File: src/rtl/alu_unit.sv
// Integer execution unit feeding the ALU CDB port: single-cycle RV32I ops, plus an
// optional 32-iteration multiply/divide path enabled by defining ALU_MULDIV_EN.
module alu_unit #(
    parameter int XLEN   = 32,
    parameter int ADDR_W = 32,
    parameter int TAG_W  = 4,
    parameter int OP_W   = 6
) (
    input  logic              clk,
    input  logic              rst,
    input  logic              rdy,
    input  logic              clear,
    input  logic              ALU_valid,
    input  logic [OP_W-1:0]   ALU_op,
    input  logic [XLEN-1:0]   ALU_reg1,
    input  logic [XLEN-1:0]   ALU_reg2,
    input  logic [XLEN-1:0]   ALU_imm,
    input  logic [ADDR_W-1:0] ALU_pc,
    input  logic [TAG_W-1:0]  ALU_reg_des_rob,
    output logic              ALU_busy,
    output logic              ALU_cdb_valid,
    output logic [TAG_W-1:0]  ALU_cdb_tag,
    output logic [XLEN-1:0]   ALU_cdb_data
);
    localparam int SH_W = $clog2(XLEN);

    localparam logic [OP_W-1:0] OP_LUI   = 6'd1,  OP_AUIPC = 6'd2,  OP_ADD   = 6'd3;
    localparam logic [OP_W-1:0] OP_ADDI  = 6'd4,  OP_SUB   = 6'd5,  OP_AND   = 6'd6;
    localparam logic [OP_W-1:0] OP_ANDI  = 6'd7,  OP_OR    = 6'd8,  OP_ORI   = 6'd9;
    localparam logic [OP_W-1:0] OP_XOR   = 6'd10, OP_XORI  = 6'd11, OP_SLT   = 6'd12;
    localparam logic [OP_W-1:0] OP_SLTI  = 6'd13, OP_SLTU  = 6'd14, OP_SLTIU = 6'd15;
    localparam logic [OP_W-1:0] OP_SLL   = 6'd16, OP_SLLI  = 6'd17, OP_SRL   = 6'd18;
    localparam logic [OP_W-1:0] OP_SRLI  = 6'd19, OP_SRA   = 6'd20, OP_SRAI  = 6'd21;

    logic [SH_W-1:0] shamt_r;
    logic [SH_W-1:0] shamt_i;
    logic [XLEN-1:0] alu_result;
    logic            accept;

    assign shamt_r = ALU_reg2[SH_W-1:0];
    assign shamt_i = ALU_imm[SH_W-1:0];

`ifdef ALU_MULDIV_EN
    localparam logic [OP_W-1:0] OP_MUL   = 6'd22, OP_MULH  = 6'd23, OP_MULHSU = 6'd24;
    localparam logic [OP_W-1:0] OP_MULHU = 6'd25, OP_DIV   = 6'd26, OP_DIVU   = 6'd27;
    localparam logic [OP_W-1:0] OP_REM   = 6'd28, OP_REMU  = 6'd29;
    localparam logic [SH_W-1:0] LAST     = SH_W'(XLEN - 1);

    typedef enum logic [1:0] {IDLE, MUL, DIV} state_t;
    state_t state_reg, state_next;

    logic                 iterative, is_mul_op, a_signed, b_signed, a_neg, b_neg;
    logic                 div_zero, div_ovf;
    logic [XLEN-1:0]      a_abs, b_abs;
    logic [SH_W-1:0]      count_reg;
    logic [OP_W-1:0]      mop_reg;
    logic [TAG_W-1:0]     op_tag_reg;
    logic                 neg_reg, rem_neg_reg;
    logic [2*XLEN-1:0]    mul_acc_reg, mul_cand_reg, mul_acc_next, product;
    logic [XLEN-1:0]      mul_plier_reg;
    logic [XLEN-1:0]      div_rem_reg, div_quo_reg, div_dsor_reg;
    logic [XLEN:0]        div_shift;
    logic                 div_ge;
    logic [XLEN-1:0]      div_diff, div_rem_next, div_quo_next, quo_final, rem_final;
    logic [XLEN-1:0]      iter_result;

    assign ALU_busy  = (state_reg != IDLE);
    assign accept    = ALU_valid && rdy && !clear && (state_reg == IDLE);
    assign is_mul_op = (ALU_op >= OP_MUL) && (ALU_op <= OP_MULHU);
    assign a_signed  = (ALU_op == OP_MULH) || (ALU_op == OP_MULHSU) || (ALU_op == OP_DIV) || (ALU_op == OP_REM);
    assign b_signed  = (ALU_op == OP_MULH) || (ALU_op == OP_DIV) || (ALU_op == OP_REM);
    assign a_neg     = a_signed && ALU_reg1[XLEN-1];
    assign b_neg     = b_signed && ALU_reg2[XLEN-1];
    assign a_abs     = a_neg ? -ALU_reg1 : ALU_reg1;
    assign b_abs     = b_neg ? -ALU_reg2 : ALU_reg2;
    assign div_zero  = (ALU_reg2 == '0);
    // Signed overflow (most-negative / -1) is the only case the iterative path cannot represent.
    assign div_ovf   = ((ALU_op == OP_DIV) || (ALU_op == OP_REM)) &&
                       (ALU_reg1 == {1'b1, {(XLEN-1){1'b0}}}) && (ALU_reg2 == '1);

    assign mul_acc_next = mul_plier_reg[0] ? mul_acc_reg + mul_cand_reg : mul_acc_reg;
    assign product      = neg_reg ? -mul_acc_next : mul_acc_next;
    assign div_shift    = {div_rem_reg, div_quo_reg[XLEN-1]};
    assign div_ge       = div_shift >= {1'b0, div_dsor_reg};
    assign div_diff     = div_shift[XLEN-1:0] - div_dsor_reg;
    assign div_rem_next = div_ge ? div_diff : div_shift[XLEN-1:0];
    assign div_quo_next = {div_quo_reg[XLEN-2:0], div_ge};
    assign quo_final    = neg_reg ? -div_quo_next : div_quo_next;
    assign rem_final    = rem_neg_reg ? -div_rem_next : div_rem_next;

    always_comb begin
        case (mop_reg)
            OP_MUL:                       iter_result = product[XLEN-1:0];
            OP_MULH, OP_MULHSU, OP_MULHU: iter_result = product[2*XLEN-1:XLEN];
            OP_DIV, OP_DIVU:              iter_result = quo_final;
            default:                      iter_result = rem_final;
        endcase
    end

    always_comb begin
        state_next = state_reg;
        if (clear) begin
            state_next = IDLE;
        end else begin
            case (state_reg)
                IDLE:     if (accept && iterative) state_next = is_mul_op ? MUL : DIV;
                MUL, DIV: if (count_reg == LAST) state_next = IDLE;
                default:  state_next = IDLE;
            endcase
        end
    end

    always_ff @(posedge clk or posedge rst) begin
        if (rst)      state_reg <= IDLE;
        else if (rdy) state_reg <= state_next;
    end
`else
    assign ALU_busy = 1'b0;
    assign accept   = ALU_valid && rdy && !clear;
`endif

    always_comb begin
        alu_result = '0;
`ifdef ALU_MULDIV_EN
        iterative  = 1'b0;
`endif
        case (ALU_op)
            OP_LUI:   alu_result = ALU_imm;
            OP_AUIPC: alu_result = XLEN'(ALU_pc) + ALU_imm;
            OP_ADD:   alu_result = ALU_reg1 + ALU_reg2;
            OP_ADDI:  alu_result = ALU_reg1 + ALU_imm;
            OP_SUB:   alu_result = ALU_reg1 - ALU_reg2;
            OP_AND:   alu_result = ALU_reg1 & ALU_reg2;
            OP_ANDI:  alu_result = ALU_reg1 & ALU_imm;
            OP_OR:    alu_result = ALU_reg1 | ALU_reg2;
            OP_ORI:   alu_result = ALU_reg1 | ALU_imm;
            OP_XOR:   alu_result = ALU_reg1 ^ ALU_reg2;
            OP_XORI:  alu_result = ALU_reg1 ^ ALU_imm;
            OP_SLT:   alu_result = XLEN'($signed(ALU_reg1) < $signed(ALU_reg2));
            OP_SLTI:  alu_result = XLEN'($signed(ALU_reg1) < $signed(ALU_imm));
            OP_SLTU:  alu_result = XLEN'(ALU_reg1 < ALU_reg2);
            OP_SLTIU: alu_result = XLEN'(ALU_reg1 < ALU_imm);
            OP_SLL:   alu_result = ALU_reg1 << shamt_r;
            OP_SLLI:  alu_result = ALU_reg1 << shamt_i;
            OP_SRL:   alu_result = ALU_reg1 >> shamt_r;
            OP_SRLI:  alu_result = ALU_reg1 >> shamt_i;
            OP_SRA:   alu_result = $signed(ALU_reg1) >>> shamt_r;
            OP_SRAI:  alu_result = $signed(ALU_reg1) >>> shamt_i;
`ifdef ALU_MULDIV_EN
            OP_MUL, OP_MULH, OP_MULHSU, OP_MULHU: iterative = 1'b1;
            OP_DIV, OP_DIVU: begin
                if (div_zero)     alu_result = '1;
                else if (div_ovf) alu_result = ALU_reg1;
                else              iterative  = 1'b1;
            end
            OP_REM, OP_REMU: begin
                if (div_zero)     alu_result = ALU_reg1;
                else if (!div_ovf) iterative = 1'b1;
            end
`endif
            default:  alu_result = '0;
        endcase
    end

`ifdef ALU_MULDIV_EN
    always_ff @(posedge clk or posedge rst) begin
        if (rst) begin
            ALU_cdb_valid <= 1'b0;
            ALU_cdb_tag   <= '0;
            ALU_cdb_data  <= '0;
            count_reg     <= '0;
            mop_reg       <= '0;
            op_tag_reg    <= '0;
            neg_reg       <= 1'b0;
            rem_neg_reg   <= 1'b0;
            mul_acc_reg   <= '0;
            mul_cand_reg  <= '0;
            mul_plier_reg <= '0;
            div_rem_reg   <= '0;
            div_quo_reg   <= '0;
            div_dsor_reg  <= '0;
        end else if (rdy) begin
            ALU_cdb_valid <= 1'b0;
            if (clear) begin
                count_reg <= '0;
            end else if (state_reg == IDLE) begin
                if (accept && !iterative) begin
                    ALU_cdb_valid <= 1'b1;
                    ALU_cdb_tag   <= ALU_reg_des_rob;
                    ALU_cdb_data  <= alu_result;
                end else if (accept) begin
                    count_reg     <= '0;
                    mop_reg       <= ALU_op;
                    op_tag_reg    <= ALU_reg_des_rob;
                    neg_reg       <= a_neg ^ b_neg;
                    rem_neg_reg   <= a_neg;
                    mul_acc_reg   <= '0;
                    mul_cand_reg  <= {{XLEN{1'b0}}, a_abs};
                    mul_plier_reg <= b_abs;
                    div_rem_reg   <= '0;
                    div_quo_reg   <= a_abs;
                    div_dsor_reg  <= b_abs;
                end
            end else begin
                if (state_reg == MUL) begin
                    mul_acc_reg   <= mul_acc_next;
                    mul_cand_reg  <= mul_cand_reg << 1;
                    mul_plier_reg <= mul_plier_reg >> 1;
                end else begin
                    div_rem_reg <= div_rem_next;
                    div_quo_reg <= div_quo_next;
                end
                count_reg <= count_reg + 1'b1;
                if (count_reg == LAST) begin
                    ALU_cdb_valid <= 1'b1;
                    ALU_cdb_tag   <= op_tag_reg;
                    ALU_cdb_data  <= iter_result;
                    count_reg     <= '0;
                end
            end
        end
    end
`else
    always_ff @(posedge clk or posedge rst) begin
        if (rst) begin
            ALU_cdb_valid <= 1'b0;
            ALU_cdb_tag   <= '0;
            ALU_cdb_data  <= '0;
        end else if (rdy) begin
            ALU_cdb_valid <= accept;
            if (accept) begin
                ALU_cdb_tag  <= ALU_reg_des_rob;
                ALU_cdb_data <= alu_result;
            end
        end
    end
`endif
endmodule

File: config.mk
export PLATFORM = sky130hd
export DESIGN_NAME = alu_unit
export DESIGN_NICKNAME = d
export VERILOG_FILES = /design/src/rtl/alu_unit.sv
export SDC_FILE = /design/constraint.sdc
export NUM_CORES = 1
export LEC_CHECK = 0
export CAP_MARGIN = 20
export CORE_ASPECT_RATIO = 0.7
export CORE_MARGIN = 3
export CORE_UTILIZATION = 50
export CTS_BUF_LIST = sky130_fd_sc_hd__clkbuf_2
export DETAILED_ROUTE_END_ITERATION = 10
export PLACE_DENSITY = 0.74
export SETUP_SLACK_MARGIN = 0.5
export SLEW_MARGIN = 40
export SYNTH_ARGS = -nofsm -noshare
export SYNTH_HDL_FRONTEND = slang
export SYNTH_SLANG_ARGS = --single-unit
export TNS_END_PERCENT = 30
File: constraint.sdc
create_clock -name clk -period 2.75 [get_ports clk]
set_input_delay 0.55 -clock clk [delete_from_list [all_inputs] [get_ports clk]]
set_output_delay 0.55 -clock clk [all_outputs]
set_load 0.005 [all_outputs]
==> flow_metrics.tcl, run 1 <==
set metrics [dict create \
    status "stopped before the end" \
    stop_stage "global routing (5_1_grt)" \
    firstError "[ERROR GRT-0232] Routing congestion too high. Check the congestion heatmap in the GUI." \
    cts_root_buffer "clkbuf_2" \
    synth_area_sq_um 16220 \
    cts_max_path_buffers 2 \
    port_buffers 179 \
    die_x_um 221.3 \
    synth_top_area_cell "mux2i_1" \
    ys_types 95 \
    synth_edf_count 0 \
    yosys_warnings 0 \
    cts_sinks 37 \
    worstEpCategory "register input" \
    io_pins 181 \
    gr-total-overflow 598 \
    holdBufCountCts 0 \
    dpl_cell_area_sq_um 24880 \
    synthCells 2408 \
    syn_area_per_cell_sq_um 6.737 \
    rows 54 \
    synth.ff_latch_count 37 \
    htree_levels 2 \
    yosysTopAreaCellShare 0.1203 \
    grt_usage 0.8745 \
    synth.area.top_cells "mux2i_1, ha_1, nand2_1" \
    die_h_um 156.7 \
    gp_congestion 1.380 \
    start_util 0.5142 \
    numCtsBuffers 5 \
    worst_endpoint "ALU_cdb_data[28]$_DFFE_PP0P_/D" \
    syn_nets 2685 \
    seq_area_frac_synth 0.05707 \
    synth_flop_cell "dfrtp_1" \
    grt_max_degree 22 \
    dp_hpwl_mm 81.31 \
    async_reset_ff_frac 1.000 \
]
-- routing by layer --
layer  overflow  global-route usage
met4        156              0.8686
met5         11              0.6815
met3         63              0.8093
met1         63              0.8493
met2        305              0.9829
-- cell usage after synthesis, types with 30 or more instances --
library cell	number
a31oi_1	38
clkbuf_1	122
nor3_1	48
o21ai_0	159
inv_1	82
xor2_1	35
nand2_1	337
xnor2_1	53
a21oi_1	211
nand3_1	79
mux2i_1	195
ha_1	131
a21o_1	47
a22oi_1	40
nand4_1	41
a211oi_1	34
nor2_1	181
dfrtp_1	37
mux2_2	30
buf_2	36
-- through the flow --
stage | cells | worst slack, ps
after floorplan | 2408 | -1112
after global placement | 3709 | -1630
after detailed placement | 3709 | -1859
after CTS | 3740 | -585.4
-- kinds of logic after synthesis --
| family | after synthesis | share of synthesized area |
|---|---|---|
| AOI/OAI and AO/OA | 824 | 0.3373 |
| and+or+nand+nor | 821 | 0.2322 |
| buffers and inverters | 270 | 0.07149 |
| muxes | 233 | 0.1495 |
| adders and majority gates | 134 | 0.1047 |
| xor gates and xnor gates | 88 | 0.04751 |
| DFF | 37 | 0.05707 |
| other | 1 | 0.0002312 |
-- what timing repair did --
action,4_1_cts
gates resized for setup,172
buffers inserted,21
setup endpoints to repair,32
pin swaps,72
cloned,2
==> run 2, diff against run 1 <==
--- a/config.mk
+++ b/config.mk
@@ -6,13 +6,10 @@
 export NUM_CORES = 1
 export LEC_CHECK = 0
 export CAP_MARGIN = 20
-export CORE_ASPECT_RATIO = 0.7
 export CORE_MARGIN = 3
-export CORE_UTILIZATION = 50
-export CTS_BUF_LIST = sky130_fd_sc_hd__clkbuf_2
+export CORE_UTILIZATION = 35
 export DETAILED_ROUTE_END_ITERATION = 10
-export PLACE_DENSITY = 0.74
-export SETUP_SLACK_MARGIN = 0.5
+export PLACE_DENSITY_LB_ADDON = 0.15
 export SLEW_MARGIN = 40
 export SYNTH_ARGS = -nofsm -noshare
 export SYNTH_HDL_FRONTEND = slang
==> run 2 against run 1 <==
The flow now finishes, with violations (setup timing). Area after synthesis did not move. Synthesized cell count did not move.
==> flow_metrics.tcl, run 2 <==
set metrics [dict create \
    setup_ws_ps -1185 \
    fin_crit_sh 1.431 \
    synth_flop_cell "dfrtp_1" \
    cp_max_fo 4 \
    clk_pin_slew_ps 70 \
    port_buffers 179 \
    leakagePower_nw 13.35 \
    synth_area_sq_um 16220 \
    drive_above_1_share 0.3980 \
    ir_drop_mv 0.2276 \
    largest_register "ALU_cdb_data" \
    wl_mm 120.2 \
    insertion_delay_ps 310 \
    status "finished, violations left" \
    core_region_area_sq_um 45580 \
    synth_most_common_cell "nand2_1" \
    holdBufCountCts 0 \
    dp_hpwl_mm 96.85 \
    fmax_ghz 0.2541 \
    arrival_ps 4110 \
    rows 78 \
    ys_top_cells_by_count "nand2_1, a21oi_1, mux2i_1" \
    htree_levels 2 \
    grt_pass1_wl_mm 169.7 \
    syn_to_final_growth_pct 76.32 \
    drtIter0Drc 3574 \
    reg2regPathDepth 6 \
    cts_root_buffer "clkbuf_16" \
    post-place-ws_ps -2149 \
    synth_top_area_cell "mux2i_1" \
    most-common-layout-cells "buf_4, nand2_1, a21oi_1, mux2i_1, nor2_1" \
    cp-startpoint "ALU_op[4]" \
    grt_usage 0.4610 \
    rr_startpoint "ALU_cdb_data[20]" \
    rsz0062_at_grt "yes" \
    synthCells 2408 \
    die_x_um 221.3 \
    largest_register_ffs 32 \
    tightest_slew_ps 834.2 \
    max_cap_viol_count 0 \
    vias_per_cell 6.384 \
    start_util 0.3560 \
    cts_sinks 37 \
    gr-total-overflow 0 \
    die_h_um 221.3 \
    tns_ps -27550 \
    synth.ff_latch_count 37 \
    crit_type "primary input to flop" \
    seq_area_frac_synth 0.05707 \
    final_common_cell "buf_4" \
    reg2reg_slack_ps 560 \
    critPathCaptureType "flop" \
    nets 3763 \
    hold_violations 0 \
    syn_nets 2685 \
    required_ps 2920 \
    ys_types 95 \
    dieArea_sq_um 48970 \
    wl_per_cell_um 29.38 \
    violations "setup timing" \
    syn_area_per_cell_sq_um 6.737 \
    grt_max_degree 35 \
    numCtsBuffers 5 \
    async_reset_ff_frac 1.000 \
    period_needed_ps 3935 \
    gp_congestion 1.116 \
    synth.area.top_cells "mux2i_1, ha_1, nand2_1" \
    ant_nets 0 \
    dr.pass1.iters 7 \
    synth_edf_count 0 \
    setup_viol 32 \
    drv_slew 0 \
    cts_tree "built" \
    vias 26100 \
    top_regs "ALU_cdb_data (32), ALU_cdb_tag (4), ALU_cdb_valid (1)" \
    holdWs_ps 512.9 \
    startpoint_type "primary input" \
    io_pins 181 \
    hp-start "ALU_cdb_tag[3]" \
    hp-class "flop to flop" \
    cts_max_path_buffers 2 \
    skew_ps 0 \
    p_per_area_nw_per_um2 245.4 \
    total_power_w 0.007020 \
    fillers 4095 \
    yosys_warnings 0 \
    grt_pass1_vias 25340 \
    r2r-end "ALU_cdb_data[20]" \
    yosysTopAreaCellShare 0.1203 \
    slew_headroom 0.4368 \
    antenna_found_initial 7 \
    cp-endpoint "ALU_cdb_data[10]" \
    drc 0 \
]
## run 2: worst min path at each step
stage	cells after the start	endpoint	slack [ps]
2_1_floorplan	2	ALU_cdb_data[1]	480
6_report	1	ALU_cdb_tag[3]	510
5_1_grt	1	ALU_cdb_tag[0]	520
3_5_place_dp	1	ALU_cdb_tag[3]	500
4_1_cts	1	ALU_cdb_tag[3]	510
3_3_place_gp	1	ALU_cdb_tag[3]	490
## run 2: metrics by stage
| step | util | cells | area, sq um |
|---|---|---|---|
| after floorplan | - | 2408 | 16410 |
| after global placement | 0.5720 | 4001 | 26070 |
| after detailed placement | 0.5721 | 4001 | 26080 |
| after CTS | 0.6136 | 4066 | 27960 |
| after global routing | 0.6276 | 4088 | 28600 |
| final | 0.6276 | 4089 | 28600 |
## run 2: power breakdown
part / leakage [nW] / internal, W / total (W) / switching (W)
clock: 0.0696 / 0.000336 / 0.000673 / 0.000337
combinational: 12.8 / 0.00270 / 0.00575 / 0.00305
sequential: 0.505 / 0.000569 / 0.000595 / 0.0000256
## run 2: what timing repair did
item | CTS | global route
buffers inserted | 57 | 18
setup endpoints to repair | 32 | 32
pin swaps | 94 | 44
gates cloned | 3 | 3
gates resized for setup | 310 | 100
## run 2: kinds of logic (layout without fill, tap and decap cells)
group | after synthesis | count (layout) | share of synthesized area
AO/OA/AOI/OAI | 824 | 824 | 0.3373
XOR/XNOR | 88 | 88 | 0.04751
adder cells (fa/ha/maj) | 134 | 134 | 0.1047
buffers and inverters | 270 | 1348 | 0.07149
flip-flops | 37 | 37 | 0.05707
multiplexers | 233 | 233 | 0.1495
other | 1 | 3 | 0.0002312
AND/OR/NAND/NOR | 821 | 822 | 0.2322
## run 2: area by class of cell
class	count	area [sq um]	area share
inverters	83	311.5	0.01089
multi-input cells	2102	15730	0.5498
repair buffers	1257	10740	0.3755
clock buffers	5	125.1	0.004374
diodes	2	5.005	0.0001750
flip-flops and latches	37	925.9	0.03237
well taps	600	750.7	0.02624
clock inverters	3	17.52	0.0006124
## run 2: metal layers
metal	vias up	GRT usage	routed length (um)
li1	11240	-	-
met1	12460	0.5667	44860
met2	1883	0.7078	50380
met3	513	0.1323	14800
met4	10	0.2900	10020
met5	-	0	89
## run 2: worst max-delay path, stage by stage
cell and delay (ps):
buf_6 90, or2_4 260, nor2_4 200, nand2_8 100
mux2_4 320, ha_4 170, fa_2 350, a21o_1 230
a41oi_2 240, buf_4 180, o21ai_4 60, buf_6 110
a21o_1 150, a21oi_2 160, xor2_2 260, nor2_4 110
a311oi_4 390, a41oi_2 160
Note: power is estimated with default switching activity, not from simulation.
